--- config.mk ---
export PLATFORM = sky130hd
export DESIGN_NAME = onehot_decoder_pipe
export DESIGN_NICKNAME = d
export VERILOG_FILES = /design/src/rtl/onehot_pkg.sv /design/src/rtl/onehot_check.sv /design/src/rtl/onehot_decoder_pipe.sv
export SDC_FILE = /design/constraint.sdc
export NUM_CORES = 1
export LEC_CHECK = 0
export ABC_AREA = 1
export BUFFER_PORTS_ARGS = -buffer_cell sky130_fd_sc_hd__buf_2
export CORE_UTILIZATION = 55
export CTS_CLUSTER_DIAMETER = 60
export DETAILED_ROUTE_END_ITERATION = 7
export HOLD_SLACK_MARGIN = 0.02
export PLACE_DENSITY = 0.91
export SLEW_MARGIN = 10
export SYNTH_ARGS = -nofsm -noshare
export SYNTH_HDL_FRONTEND = slang
export SYNTH_SLANG_ARGS = --single-unit
--- constraint.sdc ---
create_clock -name clk -period 3.1 [get_ports clk]
set_clock_uncertainty 0.15 [all_clocks]
set_input_delay 0.465 -clock clk [delete_from_list [all_inputs] [get_ports clk]]
set_output_delay 0.465 -clock clk [all_outputs]
set_load 0.03 [all_outputs]
--- src/rtl/onehot_pkg.sv ---
// Shared constants and types for the one-hot encoder/decoder pair.
package onehot_pkg;

    localparam int unsigned ONEHOT_N = 16;
    localparam int unsigned ONEHOT_W = 4;

    // Classification of a candidate one-hot word.
    typedef enum logic [1:0] {
        OH_OK    = 2'd0,
        OH_ZERO  = 2'd1,
        OH_MULTI = 2'd2
    } oh_class_e;

endpackage

--- src/rtl/onehot_check.sv ---
// Combinational one-hot classifier: legal / zero / multi-hot plus lowest set bit index.
module onehot_check
    import onehot_pkg::*;
#(
    parameter int unsigned N = ONEHOT_N,
    parameter int unsigned W = $clog2(N)
) (
    input  logic [N-1:0] data_i,
    output oh_class_e    class_o,
    output logic [W-1:0] index_o
);

    logic found;
    logic multi;

    // Priority scan from bit 0: first hit sets the index, any later hit marks multi-hot.
    always_comb begin
        index_o = '0;
        found   = 1'b0;
        multi   = 1'b0;
        for (int i = 0; i < int'(N); i++) begin
            if (data_i[i]) begin
                if (!found) begin
                    index_o = W'(i);
                    found   = 1'b1;
                end else begin
                    multi = 1'b1;
                end
            end
        end
    end

    // Map scan results onto the class encoding.
    always_comb begin
        class_o = OH_OK;
        if (!found) begin
            class_o = OH_ZERO;
        end else if (multi) begin
            class_o = OH_MULTI;
        end
    end

endmodule

--- src/rtl/onehot_decoder_pipe.sv ---
// One-hot to binary decoder with a single registered valid/ready stage and a saturating
// illegal-word counter. Optional build macro ONEHOT_ERR_DROP_EN: illegal words are counted
// but not forwarded, and out_err is always 0.
module onehot_decoder_pipe
    import onehot_pkg::*;
#(
    parameter int unsigned N         = ONEHOT_N,
    parameter int unsigned W         = $clog2(N),
    parameter int unsigned ERR_CNT_W = 8
) (
    input  logic                 clk,
    input  logic                 rst,
    input  logic                 in_valid,
    output logic                 in_ready,
    input  logic [N-1:0]         in_data,
    output logic                 out_valid,
    input  logic                 out_ready,
    output logic [W-1:0]         out_index,
    output logic                 out_err,
    output logic [ERR_CNT_W-1:0] err_count,
    output logic                 err_sticky,
    input  logic                 clear_err
);

    localparam logic [ERR_CNT_W-1:0] CntMax = '1;

    oh_class_e            chk_class;
    logic [W-1:0]         chk_index;
    logic                 illegal;
    logic                 in_acc;
    logic                 out_acc;

    logic                 valid_q,  valid_d;
    logic [W-1:0]         index_q,  index_d;
    logic                 err_q,    err_d;
    logic [ERR_CNT_W-1:0] cnt_q,    cnt_d;
    logic                 sticky_q, sticky_d;

    onehot_check #(
        .N (N),
        .W (W)
    ) u_check (
        .data_i  (in_data),
        .class_o (chk_class),
        .index_o (chk_index)
    );

    assign illegal  = (chk_class != OH_OK);
    assign in_ready = !valid_q || out_ready;
    assign in_acc   = in_valid && in_ready;
    assign out_acc  = valid_q && out_ready;

    // Output register next state: load on input accept, else drain on output accept, else hold.
    always_comb begin
        valid_d = valid_q;
        index_d = index_q;
        err_d   = err_q;
        if (in_acc) begin
`ifdef ONEHOT_ERR_DROP_EN
            if (!illegal) begin
                valid_d = 1'b1;
                index_d = chk_index;
                err_d   = 1'b0;
            end else if (out_acc) begin
                // Dropped word still frees the stage if the consumer took the old one.
                valid_d = 1'b0;
            end
`else
            valid_d = 1'b1;
            index_d = chk_index;
            err_d   = illegal;
`endif
        end else if (out_acc) begin
            valid_d = 1'b0;
        end
    end

    // Error bookkeeping: clear first, then count an illegal accept on top of it.
    always_comb begin
        cnt_d    = cnt_q;
        sticky_d = sticky_q;
        if (clear_err) begin
            cnt_d    = '0;
            sticky_d = 1'b0;
        end
        if (in_acc && illegal) begin
            sticky_d = 1'b1;
            if (cnt_d != CntMax) begin
                cnt_d = cnt_d + 1'b1;
            end
        end
    end

    // State registers with synchronous reset.
    always_ff @(posedge clk) begin
        if (rst) begin
            valid_q  <= 1'b0;
            index_q  <= '0;
            err_q    <= 1'b0;
            cnt_q    <= '0;
            sticky_q <= 1'b0;
        end else begin
            valid_q  <= valid_d;
            index_q  <= index_d;
            err_q    <= err_d;
            cnt_q    <= cnt_d;
            sticky_q <= sticky_d;
        end
    end

    assign out_valid  = valid_q;
    assign out_index  = index_q;
    assign out_err    = err_q;
    assign err_count  = cnt_q;
    assign err_sticky = sticky_q;

endmodule

# Word level (Yosys, flattened, before mapping)
# Index checks and enable logic that the tools add are counted.
# W data, S select, Z words.
[totals]
reg_bits = 15
input_bits = 21
wordCells = 100
output_inout_bits = 16
[op_classes]
eq_ne = 1
n_addsub = 1
n_reduce_logical = 8
mux = 85
[op_table]
columns = ["operator", "count"]
rows = [
  ["$mux W4", 29],
  ["$mux W1", 51],
  ["$mux W8", 3],
  ["$add A8 B1 Y8 const B", 1],
  ["$ne A8 B8 Y1 const B", 1],
  ["$reduce_bool A2 Y1", 3],
  ["$mux W2", 2],
  ["$logic_and A1 B1 Y1", 3],
  ["$logic_not A1 Y1", 1],
  ["$logic_or A1 B1 Y1", 1],
]

# Longest topological paths before layout
[logic_depth]
ltp_word = 36
ltp_mapped = 13
depth_no_buf = 13

# Hierarchy
# A second synthesis with hierarchy kept.
[unflattened]
cells_unflattened = 194
hier_area_um2 = 1161.1
[modules_own_cells]
columns = ["mod", "area_per_inst_um2", "cells_per_inst", "instances", "seq_area_each_um2"]
rows = [
  ["onehot_decoder_pipe", 732.0, 100, 1, 300.3],
  ["onehot_check", 429.2, 94, 1, 0.0],
]

# Worst setup path before layout
# Ideal clock, no wire load.
[synth_path]
path_kind = "register to register"
from = "register cnt_q[1] (netlist: err_count[1])"
to = "register cnt_q[1] (netlist: err_count[1])"
required_ns = 2.880
n_path_buf = 0
synth_period_minus_slack_ns = 2.174
stages_incl_launch_ff = 12
t_arrival_ns = 1.954
slack_ns = 0.926
setup_ns = 0.070
path_cell_list = "dfxtp_1 inv_1 nor2_1 ha_1 inv_1 nor3_2 inv_1 nor2_1 nand3_2 o21ai_0 nand3_1 a21oi_2"
[synth_via]
elab_chain_cells = 4
word_cells_on_any_way = 5
cone_classes = "1 x add/sub; 1 x eq/ne; 3 x mux"
[synth_lines]
columns = ["element", "line_no", "source"]
rows = [
  ["from (decl)", "onehot_decoder_pipe.sv:36", "logic [ERR_CNT_W-1:0] cnt_q, cnt_d;"],
  ["from (signal assigned)", "onehot_decoder_pipe.sv:106", "cnt_q <= cnt_d;"],
  ["$mux W8 *", "onehot_decoder_pipe.sv:82", "if (clear_err) begin"],
  ["$add A8 B1 Y8 / $ne A8 B8 Y1 (equally long branches)", "onehot_decoder_pipe.sv:89, onehot_decoder_pipe.sv:88", ""],
  ["$mux W8", "onehot_decoder_pipe.sv:88", "if (cnt_d != CntMax) begin"],
  ["$mux W8 *", "onehot_decoder_pipe.sv:86", "if (in_acc && illegal) begin"],
]
# Mark *: on every way between the ends. The rest lies on a longest branch, timed or not.
# A chain may end at the register's enable or synchronous reset.

# Worst setup path after layout
# Ends and elaborated chain as after synthesis.

==> summary.txt <==
Outcome
  • Status: complete, no violations

Pwr
  • Tot Pwr: around 420 uW
  • Sw frac: 33.4%
  • Max VDD drop: 0.219 mV
  • Clk pwr share: 27.3%
  • Sequential share of power: 48.2%
  • Net Sw Power: 141 uW
  • Cell-internal power: 282 uW
  • Pleak: roughly 0.0008 uW
  • P per Cell Area: 278 mW/mm^2
  • Combinational Power Share: 24.5%

Min path
  • Hold_sp: out_ready
  • Depth of the worst hold-timing path: 4
  • Worst hold path class: in -> reg
  • Hold endpoint: out_valid

Cells and area
  • Fin util: 68.9%
  • Area delta synth->final: 18.3%
  • Ant. Diodes: 0
  • Final #Nets: 260
  • FILL cells: 220
  • Ratio of cells with drive above 1 in the final layout: 33.3%

Critical path
  • Largest fanout on the critical path: 9
  • Crit path capture type: register
  • Delay-heaviest family, CP: simple AND/OR/NAND/NOR gates
  • Cell mode on critical path: inv_1
  • Cell Chain, Critical Path: inv_1, nor2_1, ha_1, inv_1, nor3_2, inv_1, nor2_1, nand3_2, o21ai_0, nand3_1, a21oi_2
  • R2R Setup Slk: 0.89 ns
  • Reg-to-reg endpoint: err_count[1]
  • Setup Crit Path Kind: reg -> reg
  • Critical Path Max Stage Delay: 0.35 ns
  • WP buf/inv: 3
  • Critical path required time: 3.18 ns
  • Crit path launch type: register
  • Reg2Reg Depth: 11
  • Critical path's slowest cell: dfxtp_1
  • CP arrival: 2.30 ns
  • R2R Path Start: err_count[1]

GRT
  • Global-route wire length before repair: 5060 um
  • Number of global-route vias before repair: 1246
  • Grt ovf: 0
  • Antenna violations before repair: 0
  • Largest net degree at the start of global routing: 16
  • Total track usage: 25.2%

Floorplanning
  • I/O Pins: 37
  • Die span in y: approximately 50 um
  • Starting Density: 58.3%
  • # rows: 17
  • Core footprint: about 0.0022 sq mm
  • DIE AREA: about 0.0025 sq mm
  • Die X: 50.4 um

Routing
  • Via count: 1333
  • Drt via density: 5.03
  • Post-route ant nets: 0
  • Drt initial violations: 53
  • DRC errors left: 0
  • Mean routed wirelength per cell: roughly 10 um
  • Routed WL: 2780 um
  • Pre-antenna DRT Iters: 4

CTS
  • Worst-path clk slew: 0.09 ns
  • CTS tree: built
  • # hold bufs at CTS: 0
  • Root Buffer Master: clkbuf_4
  • # resized after CTS: 0
  • Clk buf depth: 2
  • Setup bufs post-CTS: 0
  • Clk sinks: 15
  • Clock H-tree levels: 1
  • Clock latency on the worst-skew pair: just under 0.3 ns
  • Total CTS buffers: 3

Synthesis
  • Flop and latch count out of synthesis: 15
  • Ranking of synthesized cells by area: dfxtp_1, nand2_1, inv_1, nand3_1, a21oi_2
  • Synth Cell Area: 0.00129 sq mm
  • Asr flop ratio synth: 0%
  • Syn. warnings: 0
  • Synth cell types: 30
  • Mapped Cells: 199
  • Post-synth top flop: dfxtp_1
  • Post-synth EDFFs: 0
  • Syn nets: 221
  • Synth top area share: 23.3%
  • Most frequent cell after synthesis: nand2_1
  • Syn Area/Cell: approximately 6.5 sq um
  • Seq/Total Area, Yosys: 23.3%
  • Top cell type by total area after synthesis: dfxtp_1
  • Most frequent cells after synthesis: nand2_1, inv_1, nand3_1, dfxtp_1, nor2_1

Timing
  • RSZ-0062 raised after global routing: no
  • Tightest Pin Transition: ~0.57 ns
  • Period Utilization, post-route: 71.3%
  • Max_slew headroom: 61.9%
  • Max Fclk: 452 MHz
  • Final setup vio count: 0
  • Tmin final: 2.21 ns
  • Fin. Hold Viols: 0
  • Final Hold Slack: 0.313 ns
  • Final Max Tran Viols: 0
  • Setup TNS: 0 ns

Run
  • Max-Cap Viols: 0

Placement
  • HPWL after DPL: roughly 2200 um
  • I/O Buffers: 36
  • RD Place Congestion: 0.983
[worst min-delay path, stage by stage]
cell and delay (ns):
buf_2 0.08, inv_1 0.03, nand2_1 0.08, a21oi_1 0.07
[state kept, by name (all words and copies together) (netlist names)]
register    flops
err_count       8
err_sticky      1
out_err         1
out_index       4
out_valid       1
[how the worst max path moves through the flow]
stage / from / end / slack, ns / cells past startpoint
CTS: err_count[1] / err_count[1] / 0.91 / 11
global route: err_count[1] / err_count[0] / 0.62 / 11
detailed placement: clear_err / err_count[1] / 0.65 / 13
finish: err_count[1] / err_count[1] / 0.89 / 11
global placement: clear_err / err_count[1] / 0.76 / 13
floorplan: err_count[1] / err_count[1] / 0.93 / 11
[stage by stage]
stage,cell area [sq um],setup slack (ns),cells
floorplan,1290,0.926,199
global placement,1500,0.760,261
detailed placement,1500,0.645,261
CTS,1520,0.905,265
global route,1520,0.623,265
finish,1520,0.889,265
[routing by layer]
metal,GRT usage [%],vias up,wire length [um]
met3,3.64,4,130
met1,34.7,576,1420
li1,-,711,-
met5,0,-,0
met4,6.02,0,27
met2,41.1,42,1200
[cell type report]
cell class | count | area, sq um | share of cell area (%)
clock buffers | 3 | 22.5 | 1.48
clock inverters | 1 | 5.00 | 0.328
inverters | 39 | 146 | 9.61
multi-input cells | 143 | 835 | 54.8
flip-flops and latches | 15 | 300 | 19.7
well taps | 28 | 35.0 | 2.30
repair buffers | 36 | 180 | 11.8
[placed cells by master, fill, tap and decap left out, types with 3 or more instances in the layout]
| master | synthesis | routed |
|---|---|---|
| clkbuf_4 | 0 | 3 |
| o21ai_0 | 10 | 10 |
| a21oi_2 | 8 | 8 |
| buf_2 | 0 | 36 |
| a21oi_1 | 9 | 9 |
| inv_1 | 37 | 37 |
| nand3_1 | 17 | 17 |
| nand4_1 | 3 | 3 |
| nand3_2 | 4 | 4 |
| nor2_1 | 13 | 13 |
| dfxtp_1 | 15 | 15 |
| nand2_2 | 11 | 11 |
| nand2_1 | 44 | 44 |
| nor2_2 | 4 | 4 |
[cell families after synthesis]
kind of cell,share of synthesized area [%]
AO/OA/AOI/OAI,16.7
XOR/XNOR,1.36
adder cells (fa/ha/maj),0.971
buffers and inverters,11.9
flip-flops,23.3
AND/OR/NAND/NOR,45.7
[power by group through the flow]
stage                     logic (uW)  clock network, uW  registers, uW
final                            104                115            204
after global placement           102                  0            208
after floorplan                 53.5                  0            223
after detailed placement         103                  0            208
after CTS                        104                116            204
after global routing             116                126            205
Power figures use the tool's default switching activity.
